$ cat config.mk
export PLATFORM = sky130hd
export DESIGN_NAME = fetch_load_sequencer
export DESIGN_NICKNAME = d
export VERILOG_FILES = /design/src/rtl/fetch_load_sequencer.sv
export SDC_FILE = /design/constraint.sdc
export NUM_CORES = 1
export LEC_CHECK = 0
export BUFFER_PORTS_ARGS = -buffer_cell sky130_fd_sc_hd__buf_2
export CAP_MARGIN = 10
export CORE_MARGIN = 2
export CORE_UTILIZATION = 47
export DETAILED_ROUTE_END_ITERATION = 6
export PLACE_DENSITY = 0.82
export SLEW_MARGIN = 20
export SYNTH_ARGS = -nofsm -noshare
export SYNTH_HDL_FRONTEND = slang
export SYNTH_SLANG_ARGS = --single-unit
export TNS_END_PERCENT = 1
$ cat constraint.sdc
create_clock -name S_AXIS_ACLK -period 1.79 [get_ports S_AXIS_ACLK]
set_input_delay 0.179 -clock S_AXIS_ACLK [delete_from_list [all_inputs] [get_ports S_AXIS_ACLK]]
set_output_delay 0.179 -clock S_AXIS_ACLK [all_outputs]
set_load 0.02 [all_outputs]
$ cat src/rtl/fetch_load_sequencer.sv
// fetch_load_sequencer: sequences the A/B/INSTR stream loads into the fetch unit, then starts the PE array and waits for it to finish
module fetch_load_sequencer #(
   parameter int BRAM_DEPTH       = 10,
   parameter int INSTR_BRAM_DEPTH = 11,
   parameter int TIMEOUT_W        = 16
) (
   input  logic                      S_AXIS_ACLK,
   input  logic                      S_AXIS_ARESET,
   input  logic                      start,
   input  logic                      abort,
   input  logic                      err_clr,
   input  logic [31:0]               cfg_row_width,
   input  logic                      cfg_skip_b,
   input  logic                      S_AXIS_TVALID,
   input  logic                      S_AXIS_TLAST,
   input  logic                      pe_done,
   output logic [1:0]                bram_sel,
   output logic [31:0]               row_width,
   output logic                      pe_start,
   output logic                      seq_done,
   output logic                      busy,
   output logic                      error,
   output logic [1:0]                err_code,
   output logic                      stray_beat,
   output logic [INSTR_BRAM_DEPTH:0] beat_count
);
   localparam int BW = INSTR_BRAM_DEPTH + 1;
   localparam logic [BW-1:0] A_LIM = BW'(2 ** BRAM_DEPTH);
   localparam logic [BW-1:0] I_LIM = BW'(2 ** INSTR_BRAM_DEPTH);
   localparam logic [BW-1:0] BC_ONE = 1;
   localparam logic [TIMEOUT_W-1:0] WD_ONE = 1;
   typedef enum logic [2:0] {IDLE, LOAD_A, LOAD_B, LOAD_I, FLUSH, RUN, ERR} state_t;
   state_t state, state_n;
   logic skip_b, skip_n, stray_n, pe_start_n, seq_done_n;
   logic [31:0] row_n;
   logic [1:0] code_n, sel_n;
   logic [BW-1:0] beat_n, bc_inc, lim;
   logic [TIMEOUT_W-1:0] wd, wd_n, wd_inc;
   assign bc_inc = beat_count + BC_ONE;
   assign wd_inc = wd + WD_ONE;
   assign lim = state == LOAD_I ? I_LIM : A_LIM;
   always_comb begin
      state_n    = state;
      beat_n     = beat_count;
      wd_n       = wd;
      row_n      = row_width;
      skip_n     = skip_b;
      code_n     = err_clr && !abort ? 2'b00 : err_code;
      stray_n    = stray_beat | (S_AXIS_TVALID & (state == IDLE || state == RUN || state == ERR));
      pe_start_n = 1'b0;
      seq_done_n = 1'b0;
      if (abort) begin
         state_n = IDLE;
         beat_n  = '0;
      end else begin
         case (state)
            IDLE: if (start) begin
               state_n = LOAD_A;
               row_n   = cfg_row_width;
               skip_n  = cfg_skip_b;
               stray_n = 1'b0;
               beat_n  = '0;
            end
            LOAD_A, LOAD_B, LOAD_I: if (S_AXIS_TVALID) begin
               if (S_AXIS_TLAST) begin
                  beat_n  = '0;
                  state_n = state == LOAD_A ? (skip_b ? LOAD_I : LOAD_B) : state == LOAD_B ? LOAD_I : FLUSH;
               end else begin
                  beat_n = &beat_count ? beat_count : bc_inc;
                  // a beat past the BRAM limit without TLAST would overrun the buffer
                  if (beat_count == lim) begin
                     state_n = ERR;
                     code_n  = 2'b01;
                  end
               end
            end
            FLUSH: begin
               state_n    = RUN;
               wd_n       = '0;
               pe_start_n = 1'b1;
            end
            RUN: if (pe_done) begin
               state_n    = IDLE;
               seq_done_n = 1'b1;
            end else begin
               wd_n = wd_inc;
               if (&wd_inc) begin
                  state_n = ERR;
                  code_n  = 2'b10;
               end
            end
            ERR: if (err_clr) state_n = IDLE;
            default: state_n = IDLE;
         endcase
      end
      sel_n = state_n == LOAD_A ? 2'b00 : state_n == LOAD_B ? 2'b01 :
              (state_n == LOAD_I || state_n == FLUSH) ? 2'b10 : 2'b11;
   end
   always_ff @(posedge S_AXIS_ACLK) begin
      if (S_AXIS_ARESET) begin
         state      <= IDLE;
         bram_sel   <= 2'b11;
         row_width  <= '0;
         skip_b     <= 1'b0;
         pe_start   <= 1'b0;
         seq_done   <= 1'b0;
         busy       <= 1'b0;
         error      <= 1'b0;
         err_code   <= 2'b00;
         stray_beat <= 1'b0;
         beat_count <= '0;
         wd         <= '0;
      end else begin
         state      <= state_n;
         bram_sel   <= sel_n;
         row_width  <= row_n;
         skip_b     <= skip_n;
         pe_start   <= pe_start_n;
         seq_done   <= seq_done_n;
         busy       <= state_n != IDLE;
         error      <= state_n == ERR;
         err_code   <= code_n;
         stray_beat <= stray_n;
         beat_count <= beat_n;
         wd         <= wd_n;
      end
   end
endmodule

* Word level (Yosys, flattened, before mapping)
Index checks and enable logic that the tools add are counted.
** Storage, ports and cells
- Input bits :: 41
- Output and inout port bits :: 53
- Register bits after elaboration :: 73
- Logic and storage cells :: 87
** Cells by class
- Reductions and logical operators :: 17
- Bitwise operators :: 4
- Eq/ne operators :: 16
- Mux-type cells :: 36
- $add $sub $neg :: 2
** Operators by type and width (count)
- 12-bit two-way mux :: 5
- 16-bit case mux with 2 select lines :: 1
- 3-bit two-way mux :: 10
- 12-bit case mux with 2 select lines :: 1
- 2-bit two-way mux :: 9
- 16-bit by 1-bit adder with 16-bit output, second input constant :: 1
- 16-bit two-way mux :: 1
- 16-bit AND reduction :: 1
- 3-bit equality test, second input constant :: 5
- 3-bit case mux with 5 select lines :: 1
- 12-bit by 1-bit adder with 12-bit output, second input constant :: 1
- 12-bit equality test :: 1
- 3-bit by 2-bit equality test with 1-bit output, second input constant :: 4
- 12-bit AND reduction :: 1
- 1-bit two-way mux :: 7
- 3-bit by 1-bit equality test with 1-bit output, second input constant :: 2
- 2-bit != test, second input constant :: 3
- 3-bit AND reduction :: 2
- 3-bit OR reduction :: 2
- 2-bit case mux with 2 select lines :: 1
- 4-bit AND reduction :: 1
- 2-bit nonzero test :: 2
- 3-bit zero test :: 1
- 1-bit logical OR :: 3
- other kinds (8) :: 9

* Logic depth before layout (Yosys ltp)
- Depth after elaboration :: 13
- Depth in mapped cells :: 9
- Gate-level depth less buffers :: 8

* Worst setup path before layout
OpenSTA, ideal clock, no wires.
- Path type :: register to register
- Start point :: register wd[1]
- End point :: register state[0]
- Path slack :: -0.195 ns
- Buffers on the path :: 1
- Clock period less this slack :: 1.985 ns
- Library setup time :: 0.115 ns
- Data required time :: 1.675 ns
- Stages on the path, launching flop included :: 9
- Arrival :: 1.870 ns
- Cell sequence :: dfxtp_1 ha_1 buf_2 nand3_1 nor4_2 o22ai_1 a2111oi_2 nor2_1 o21ba_1
** On the way
- Word-level cells in the longest chain between the ends :: 6
** RTL lines
- start, declared :: line 38 : logic [TIMEOUT_W-1:0] wd, wd_n, wd_inc;
- start signal, assigned :: line 125 : wd <= wd_n;
- 16-bit by 1-bit adder with 16-bit output :: line 40 : assign wd_inc = wd + WD_ONE;
- 16-bit AND reduction :: line 87 : if (&wd_inc) begin
- 3-bit two-way mux :: line 87
- 3-bit two-way mux :: line 82 : RUN: if (pe_done) begin
- 3-bit case mux with 5 select lines :: line 56 : case (state)
- 3-bit two-way mux :: line 52 : if (abort) begin
- end signal, assigned :: line 114 : state <= state_n;
- end, declared :: line 33 : state_t state, state_n;
Every way passes these cells.
A chain may end at the register's enable or synchronous reset.

* Worst setup path in the final report
- Start point :: register wd[6]
- End point :: register err_code[0]
** On the way
- Word-level cells in the longest chain between the ends :: 6
** RTL lines
- 16-bit by 1-bit adder with 16-bit output :: line 40
- 16-bit AND reduction :: line 87
- 2-bit two-way mux :: line 87
- 2-bit two-way mux :: line 82
- 2-bit case mux with 2 select lines :: line 56
- 2-bit two-way mux :: line 52
- end signal, assigned :: line 122 : err_code <= code_n;
- end, declared :: line 23 : output logic [1:0] err_code,
Every way passes these cells.

==> results.md <==
- Routability cong.: 0.928
- Area grow syn2layout: 37.1%
- Peak supply drop: 0.446 mV
- Bufs and invs on worst path: 2
- Most frequent cell after synthesis: nand2_1
- Syn nets: 498
- Post-Synthesis Cells: 453
- Syn avg cell area: 7.71 um2
- Row Count: 31
- Fin util: 66.4%
- Pre-CTS WS: -0.104 ns
- Total CTS buffers: 9
- DRC errors left: 0
- Die Area: 8140 um2
- Power per cell area: 730 nW/um2
- Clock latency on the worst-skew pair: 0.35 ns
- Mapped Area: 3490 um2
- Data required, critical path: 2.04 ns
- Critical Path Max Stage Delay: 0.39 ns
- I/O pin cnt: 94
- DIE WIDTH: 90.2 um
- CTS hold repair buffers: 0
- Pin count of the biggest net entering global routing: 35
- Ys Warns: 0
- Post-synth EDFFs: 0
- Post-DP HPWL: 6.64 mm
- TritonRoute pass-1 iters: 4
- Setup tns final: -0.218 ns
- Cell area after layout: 4790 um2
- Wirelength, routed: 9.48 mm
- Max-cap violations: 0
- Ant. Diodes: 0
- Core ar.: 7210 um2
- RSZ-0062 raised after global routing: yes
- Initial antenna violation count: 0
- Synth area leaders: dfxtp_1 42%, nand2_1 10%, a21oi_1 8.6%
- PnR worst setup slack: -0.0532 ns
- First-pass GRT wire length: 15.6 mm
- Vias in the first global route: 3498
- Via/cell ratio: 5.57
- H-tree depth: 3
- Placed cell areas: 4390 um2
- Final Max Slew Viols: 0
- Synth area leader: dfxtp_1
- Die Ht: 90.2 um
- Slew of the pin with the lowest slew margin: 0.387 ns
- F_max: 543 MHz
- Slowest CP cell: dfxtp_2
- Synth async-reset ratio: 0%
- Status: complete, but fails checks
- Gr usage total: 22.9%
- IO Port Bufs: 93
- Tmin final: 1.84 ns
- CTS tree: yes
- Cell family with most CP delay: compound AO/OA/AOI/OAI gates
- Setup crit start kind: flop
- Failing checks: negative setup slack
- ANT nets after route: 0
- FF+latch count, synth: 73
- Post-route clock period utilization: 103%
- Critical Path Fanout Max: 6
- Worst Setup End Kind: flop
- CTS sink cnt: 73
- Post-synth top flop: dfxtp_1
- 1st-iter DRT viols: 246
- Worst min path class: in2reg
- Crit-path most repeated cell: buf_4
- Via count: 3836
- Worst Skew: 0.00936 ns
- Clock-pin slew on the worst setup and hold paths: 0.08 ns
- Nets@finish: 630
- Setup CP Type: reg2reg
- Synth cell types: 58
- Tot Pwr: 3.50 mW
- Overflow after GRT: 0
- Top-area cell type share of the netlist area: 41.8%
- WP data arrival: 2.10 ns
- Synth top cells by count: 97 x nand2_1, 73 x dfxtp_1, 60 x a21oi_1
- Final setup vio count: 7
- Hold Fails Final Rpt: 0
- Maximum clock insertion buffer count: 2
- Wire per inst: 13.8 um
- Starting Density: 48.4%
- Leakage: 1.99 nW
- Register area share after synthesis: 41.8%
- CP Cell Sequence: buf_4 > nand4_1 > o31a_2 > o22ai_2 > a2111oi_4 > buf_4 > a211oi_1
- Clock root buffer: clkbuf_8
- Proportion of layout cells with a drive suffix above 1: 34.6%
- Relative slew slack: 73.8%
## placed cells by master, fill, tap and decap left out, types with 3 or more instances in the layout
cell / n
nand2_1: 97
nand3b_1: 5
buf_4: 51
a211oi_1: 5
dfxtp_2: 6
nand3_1: 12
inv_1: 6
nand2b_1: 6
ha_1: 3
o21ai_1: 4
nor2_2: 3
xor2_1: 6
nand4_1: 8
buf_2: 93
and3_1: 3
or3_1: 8
clkinv_4: 3
a21oi_1: 59
a31oi_1: 4
buf_6: 4
nor2_1: 29
nor2b_1: 4
a311oi_1: 4
o21ai_0: 22
clkbuf_8: 9
nor3_1: 10
dfxtp_1: 66
nand4b_1: 3
## layout make-up
type	instances	area, um2
clock buffer	9	124
clock inverter	7	103
timing repair buffer	150	933
fill	596	2420
tap	99	124
inverter	6	22.5
sequential	73	1470
multi-input combinational	345	2010
## final timing paths
path                                         from       endpoint  slack [ns]  depth (start not counted)
worst max-delay path                        wd[6]    err_code[0]       -0.05                          7
worst min-delay path            cfg_row_width[12]  row_width[12]        0.06                          3
worst max register to register              wd[6]    err_code[0]       -0.05                          7
worst min register to register      row_width[15]  row_width[15]        0.45                          2
## timing repair
action	4_1_cts	5_1_grt
buffers inserted	3	0
endpoints found under the setup margin	9	27
gates cloned	0	0
pin swaps	10	11
resized for setup	16	19
## where the power goes
| group | internal [mW] | total [mW] | switching (mW) | leakage (nW) |
|---|---|---|---|---|
| clock network | 0.796 | 1.46 | 0.665 | 0.110 |
| registers | 1.66 | 1.69 | 0.0220 | 0.596 |
| logic | 0.141 | 0.352 | 0.211 | 1.28 |
## tightest hold or removal path: cells and delay by family
family | cells | cell delay, ns
buffers and inverters | 1 | 0.09
AOI/OAI and AO/OA | 1 | 0.05
and+or+nand+nor | 1 | 0.04
## kinds of logic (layout without fill, tap and decap cells)
family | Yosys count | in the layout | share of synthesized area [%]
compound gates | 116 | 116 | 19.4
xor+xnor | 7 | 7 | 1.76
fa+ha+maj | 5 | 5 | 1.72
buf+inv | 35 | 172 | 4.41
flops | 73 | 73 | 41.8
mux | 1 | 1 | 0.287
simple gates | 216 | 216 | 30.6
## layer usage
layer	vias up	share of wire (%)	wire length, um	GRT usage (%)
met5	-	0	0	0
met4	0	2.6	251	10.6
met3	29	6.3	599	4.19
met2	171	48	4590	38.7
met1	1783	43	4050	28.2
li1	1853	-	-	-
## flip-flops by register name, indices dropped and copies added, names as in the netlist
name / flops
beat_count: 12
bram_sel: 2
busy: 1
err_code: 2
error: 1
pe_start: 1
row_width: 32
seq_done: 1
skip_b: 1
state: 3
stray_beat: 1
wd: 16
## metrics by stage
stage,cells,hold WS [ns]
5_1_grt,689,0.0578
3_3_place_gp,670,0.420
6_report,689,0.0605
4_1_cts,689,0.0425
2_1_floorplan,453,0.315
3_5_place_dp,670,0.425
Note: power is estimated with default switching activity, not from simulation.
